`src/rtl/timebase_ctrl_pkg.sv`:
```
// rtl/timebase_ctrl_pkg.sv - shared state encodings and defaults for the timebase controller
package timebase_ctrl_pkg;

    localparam int DEF_CNT_W         = 25;
    localparam int DEFAULT_DIV_100HZ = 249_999;

    typedef enum logic {
        ST_IDLE = 1'b0,
        ST_RUN  = 1'b1
    } tb_state_t;

endpackage

```
`src/rtl/timebase_ctrl_tick_counter.sv`:
```
// rtl/timebase_ctrl_tick_counter.sv - divide counter with terminal-count flag
module tick_counter #(
    parameter int CNT_W = 25
) (
    input  logic             i_clk,
    input  logic             i_rst_n,
    input  logic             i_clr,
    input  logic             i_en,
    input  logic [CNT_W-1:0] i_div,
    output logic [CNT_W-1:0] o_count,
    output logic             o_tc
);

    localparam logic [CNT_W-1:0] ONE = {{(CNT_W-1){1'b0}}, 1'b1};

    logic [CNT_W-1:0] r_count;
    logic             w_tc;

    assign w_tc    = i_en && (r_count == i_div);
    assign o_tc    = w_tc;
    assign o_count = r_count;

    // Wrap on tc also covers div = all-ones: no overflow state exists.
    always_ff @(posedge i_clk or negedge i_rst_n) begin
        if (!i_rst_n) begin
            r_count <= '0;
        end else if (i_clr) begin
            r_count <= '0;
        end else if (i_en) begin
            if (w_tc) begin
                r_count <= '0;
            end else begin
                r_count <= r_count + ONE;
            end
        end
    end

endmodule

```
`src/rtl/timebase_ctrl.sv`:
```
// rtl/timebase_ctrl.sv - run-time timebase: programmable tick, square wave, one-shot/periodic
module timebase_ctrl
    import timebase_ctrl_pkg::*;
#(
    parameter int CNT_W       = DEF_CNT_W,
    parameter int DEFAULT_DIV = DEFAULT_DIV_100HZ
) (
    input  logic             Clk,
    input  logic             Reset_n,
    input  logic             Cfg_valid,
    output logic             Cfg_ready,
    input  logic [CNT_W-1:0] Cfg_div,
    input  logic             Cfg_oneshot,
    input  logic             Start,
    input  logic             Stop,
    output logic             Tick,
    output logic             Sq_out,
    output logic             Busy,
    output logic             Done
);

    localparam logic [CNT_W-1:0] RST_DIV = CNT_W'(DEFAULT_DIV);

    tb_state_t        r_state;
    tb_state_t        w_next_state;
    logic [CNT_W-1:0] r_div;
    logic             r_oneshot;
    logic             r_tick;
    logic             r_sq;
    logic             r_busy;
    logic             r_done;

    logic             w_idle;
    logic             w_run;
    logic             w_clr;
    logic             w_en;
    logic             w_tc;
    logic [CNT_W-1:0] w_count;
    logic             w_unused;

    assign w_idle   = (r_state == ST_IDLE);
    assign w_run    = (r_state == ST_RUN);
    // Stop suppresses the terminal count so it wins over a coincident Tick/Done.
    assign w_clr    = w_idle || Stop;
    assign w_en     = w_run && !Stop;
    assign w_unused = ^w_count;

    tick_counter #(
        .CNT_W (CNT_W)
    ) u_tick_counter (
        .i_clk   (Clk),
        .i_rst_n (Reset_n),
        .i_clr   (w_clr),
        .i_en    (w_en),
        .i_div   (r_div),
        .o_count (w_count),
        .o_tc    (w_tc)
    );

    always_ff @(posedge Clk or negedge Reset_n) begin
        if (!Reset_n) begin
            r_state <= ST_IDLE;
        end else begin
            r_state <= w_next_state;
        end
    end

    always_comb begin
        w_next_state = r_state;
        case (r_state)
            ST_IDLE: begin
                if (Start && !Stop) begin
                    w_next_state = ST_RUN;
                end
            end
            ST_RUN: begin
                if (Stop) begin
                    w_next_state = ST_IDLE;
                end else if (w_tc && r_oneshot) begin
                    w_next_state = ST_IDLE;
                end
            end
            default: w_next_state = ST_IDLE;
        endcase
    end

    // Config loads in IDLE even on the Start edge, so it governs the run it starts.
    always_ff @(posedge Clk or negedge Reset_n) begin
        if (!Reset_n) begin
            r_div     <= RST_DIV;
            r_oneshot <= 1'b0;
        end else if (w_idle && Cfg_valid) begin
            r_div     <= Cfg_div;
            r_oneshot <= Cfg_oneshot;
        end
    end

    always_ff @(posedge Clk or negedge Reset_n) begin
        if (!Reset_n) begin
            r_tick <= 1'b0;
            r_sq   <= 1'b0;
            r_busy <= 1'b0;
            r_done <= 1'b0;
        end else begin
            r_tick <= w_tc;
            r_done <= w_tc && r_oneshot;
            r_busy <= (w_next_state == ST_RUN);
            if (w_run && Stop) begin
                r_sq <= 1'b0;
            end else if (w_tc) begin
                r_sq <= ~r_sq;
            end
        end
    end

    assign Cfg_ready = w_idle;
    assign Tick      = r_tick;
    assign Sq_out    = r_sq;
    assign Busy      = r_busy;
    assign Done      = r_done;

endmodule

```
`config.mk`:
```
export PLATFORM = sky130hd
export DESIGN_NAME = timebase_ctrl
export DESIGN_NICKNAME = d
export VERILOG_FILES = /design/src/rtl/timebase_ctrl_pkg.sv /design/src/rtl/timebase_ctrl_tick_counter.sv /design/src/rtl/timebase_ctrl.sv
export SDC_FILE = /design/constraint.sdc
export NUM_CORES = 1
export LEC_CHECK = 0
export ABC_AREA = 1
export CORE_UTILIZATION = 48
export DETAILED_ROUTE_END_ITERATION = 8
export GPL_ROUTABILITY_DRIVEN = 0
export PLACE_DENSITY = 0.7
export SETUP_SLACK_MARGIN = 0.4
export SLEW_MARGIN = 20
export SYNTH_ARGS = -nofsm -noshare
export SYNTH_HDL_FRONTEND = slang
export SYNTH_SLANG_ARGS = --single-unit
export TNS_END_PERCENT = 20
```
`constraint.sdc`:
```
create_clock -name Clk -period 3.7 [get_ports Clk]
set_input_delay 0.37 -clock Clk [delete_from_list [all_inputs] [get_ports Clk]]
set_output_delay 0.37 -clock Clk [all_outputs]
set_load 0.1 [all_outputs]
```
==> out/results.txt <==
number of global-route vias before repair: 2592
Initial DRC Count: 207
count leader, synth: nand2_1
post-synthesis compound-gate area fraction: 0.0631
design area: 3660 um2
CP Capture Point: Cfg_ready
Avg WL per Cell: 13.4 um
worst setup margin: 1.33 ns
R2R Setup Slk: 2.00 ns
CTS root buf: clkbuf_8
Layout fillers: 601
total track usage: 0.243
I/O pins: 36
fin nets: 518
worst vdd ir: 0.229 mV
TritonCTS clock tree: built
Synth top cells by count: nand2_1, nor2_1, inv_1
Crit. End Element: output pin
final hold violations: 0
Hold Crit Class: input pin to asynchronous set/reset pin
Design Power: 1.31 mW
clock transition at the registers of the reported paths: 0.11 ns
non-filler cells in the finished layout: 564
Vias: 2864
pre-CTS WS: 1.69 ns
FP Rows: 29
Post-synth EDFFs: 0
Syn-to-layout area delta: 16.8%
Starting Density: 0.496
Tightest Pin Transition: 0.972 ns
reg-to-reg startpoint: u_tick_counter.o_count[10]$_DFF_PN0_
diode count: 0
Mapped Area: 3130 um2
die area: 6850 um2
global route overflow: 0
xor/xnor share of the synthesized area: 0.0392
post-DP HPWL: 5.76 mm
synthesized area per cell: 6.96 um2
CORE AREA: 6310 um2
sequential share of the synthesized area: 0.444
CP Launch Point: Busy$_DFF_PN0_
Inst Count DP: 556
period utilisation layout: 0.640
mean number of vias per cell: 5.08
Synth async-reset ratio: 1.00
first-pass GRT wire length: 12.3 mm
DR DRC count: 0
ANT nets after route: 0
CP Data Required Time: 3.33 ns
post-synthesis mux area share: 0.00360
Clock Skews: 0.00978 ns
Post-Synth Simple-Gate Area: 0.357
Worst-Skew Late Latency: 0.32 ns
crit path time final: 2.37 ns
CP startpoint kind: flop
WL final: 7.55 mm
Setup violations, final: 0
Post-Synthesis Net Count: 482
post-synthesis cell count: 450
setup TNS: 0 ns
# H-tree levels: 2
main combinational cell family by area after synthesis: simple AND/OR/NAND/NOR gates
hold buffer count at CTS: 0
Max Fclk: 423 MHz
Max Cap Violations: 0
PD cells: 358 nW/um2
worst rel slew slack: 0.350
CP Class: flop to output pin
Cell variety after synth: 29
drt first pass iters: 4
Die X: 82.8 um
Final Max Slew Viols: 0
unrepaired setup endpoints after global routing: no
leading post-synthesis cells by cell area: dfrtp_1, nand2_1, nor2_1, dfstp_2, inv_1
reg-to-reg endpoint: u_tick_counter.o_count[22]$_DFF_PN0_
CTS Buffer Depth: 2
largest net degree at the start of global routing: 52
synth warn: 0
Critical Path AT: 2.00 ns
Main synth FF type: dfrtp_1
Lkg Pwr: 1.69 nW
Num CTS Buffers: 5
initial antenna violation count: 0
WHS: 0.0564 ns
layout cells sized above 1: 0.0821
Port Buf Inserts: 35
post-synth top area cell: dfrtp_1
status: completed
Cell Area, Placed: 3540 um2
Clock Sinks: 55
register bit total from synthesis: 55
CP max FO: 4
post-CTS setup repair buffer count: 0
Final Util: 0.579
Synth Area in Adders: 0.00400
post_cts resized: 0
worst reg-to-reg path cell count: 6
top-area cell type share of the netlist area: 0.360
Die Y: 82.8 um
==> where the power goes <==
group	internal (mW)	switching, mW	leakage, nW	total, mW
Combinational	0.0817	0.127	0.946	0.208
Sequential	0.650	0.0264	0.685	0.677
Clock	0.206	0.217	0.0587	0.422
Total	0.938	0.370	1.69	1.31
==> final cells by class <==
type                            instances  area, um2  share of cell area
Tap cell                               77       96.3              0.0263
Inverter                               64        240              0.0657
Sequential cell                        55       1390               0.380
Clock buffer                            5       68.8              0.0188
Timing Repair Buffer                   36        353              0.0965
Clock inverter                          3       47.5              0.0130
Multi-Input combinational cell        324       1460               0.400
==> worst min path at each step <==
stage	startpoint	end	slack [ns]	depth (start not counted)
finish	Reset_n	r_div[18]$_DFFE_PN0P_	0.06	1
global route	Reset_n	r_div[18]$_DFFE_PN0P_	0.08	1
CTS	Reset_n	u_tick_counter.o_count[2]$_DFF_PN0_	0.06	1
detailed placement	Reset_n	r_div[18]$_DFFE_PN0P_	0.41	1
global placement	Reset_n	r_div[18]$_DFFE_PN0P_	0.40	1
floorplan	Reset_n	Busy$_DFF_PN0_	0.07	0
==> critical path, cell delays in order (launching register included) <==
cell	delay, ns
dfrtp_1	0.43
inv_2	0.11
clkdlybuf4s50_1	1.14
==> registers in the layout, summed over array words and instances (netlist names) <==
signal / cells
Done: 1
Sq_out: 1
r_div: 25
u_tick_counter.o_count: 25
Tick: 1
Busy: 1
r_oneshot: 1
==> routing by layer <==
metal / global-route usage / part of all wire
met1: 0.346 / 0.48
met2: 0.376 / 0.45
met3: 0.0363 / 0.059
met4: 0.0759 / 0.018
met5: 0 / 0
==> cells by family after synthesis <==
logic type / count (synthesis)
AND/OR/NAND/NOR: 270
buffers and inverters: 71
flip-flops: 55
AO/OA/AOI/OAI: 38
XOR/XNOR: 14
multiplexers: 1
adder cells (fa/ha/maj): 1
==> cells in the final DEF, fill, tap and decap left out <==
| cell | instances |
|---|---|
| xnor2_1 | 3 |
| nand3b_1 | 1 |
| ha_1 | 1 |
| bufinv_16 | 1 |
| nor2_2 | 5 |
| o211ai_1 | 1 |
| clkbuf_8 | 5 |
| nand3_1 | 12 |
| mux2_2 | 1 |
| o21bai_1 | 1 |
| buf_2 | 1 |
| inv_2 | 5 |
| nand2_4 | 1 |
| o31ai_1 | 1 |
| dfstp_2 | 10 |
| inv_6 | 1 |
| nand4_1 | 4 |
| nor3_1 | 11 |
| nor2_1 | 80 |
| clkinv_4 | 1 |
| o21ai_0 | 8 |
| and2_1 | 2 |
| buf_4 | 1 |
| dfrtp_1 | 45 |
| xor2_1 | 11 |
| nand2_2 | 5 |
| nor2_4 | 2 |
| inv_1 | 59 |
| a21oi_1 | 27 |
| nand2_1 | 145 |
| nand3_2 | 1 |
| nor3b_1 | 1 |
| clkdlybuf4s50_1 | 34 |
(Power assumes the default switching activity.)
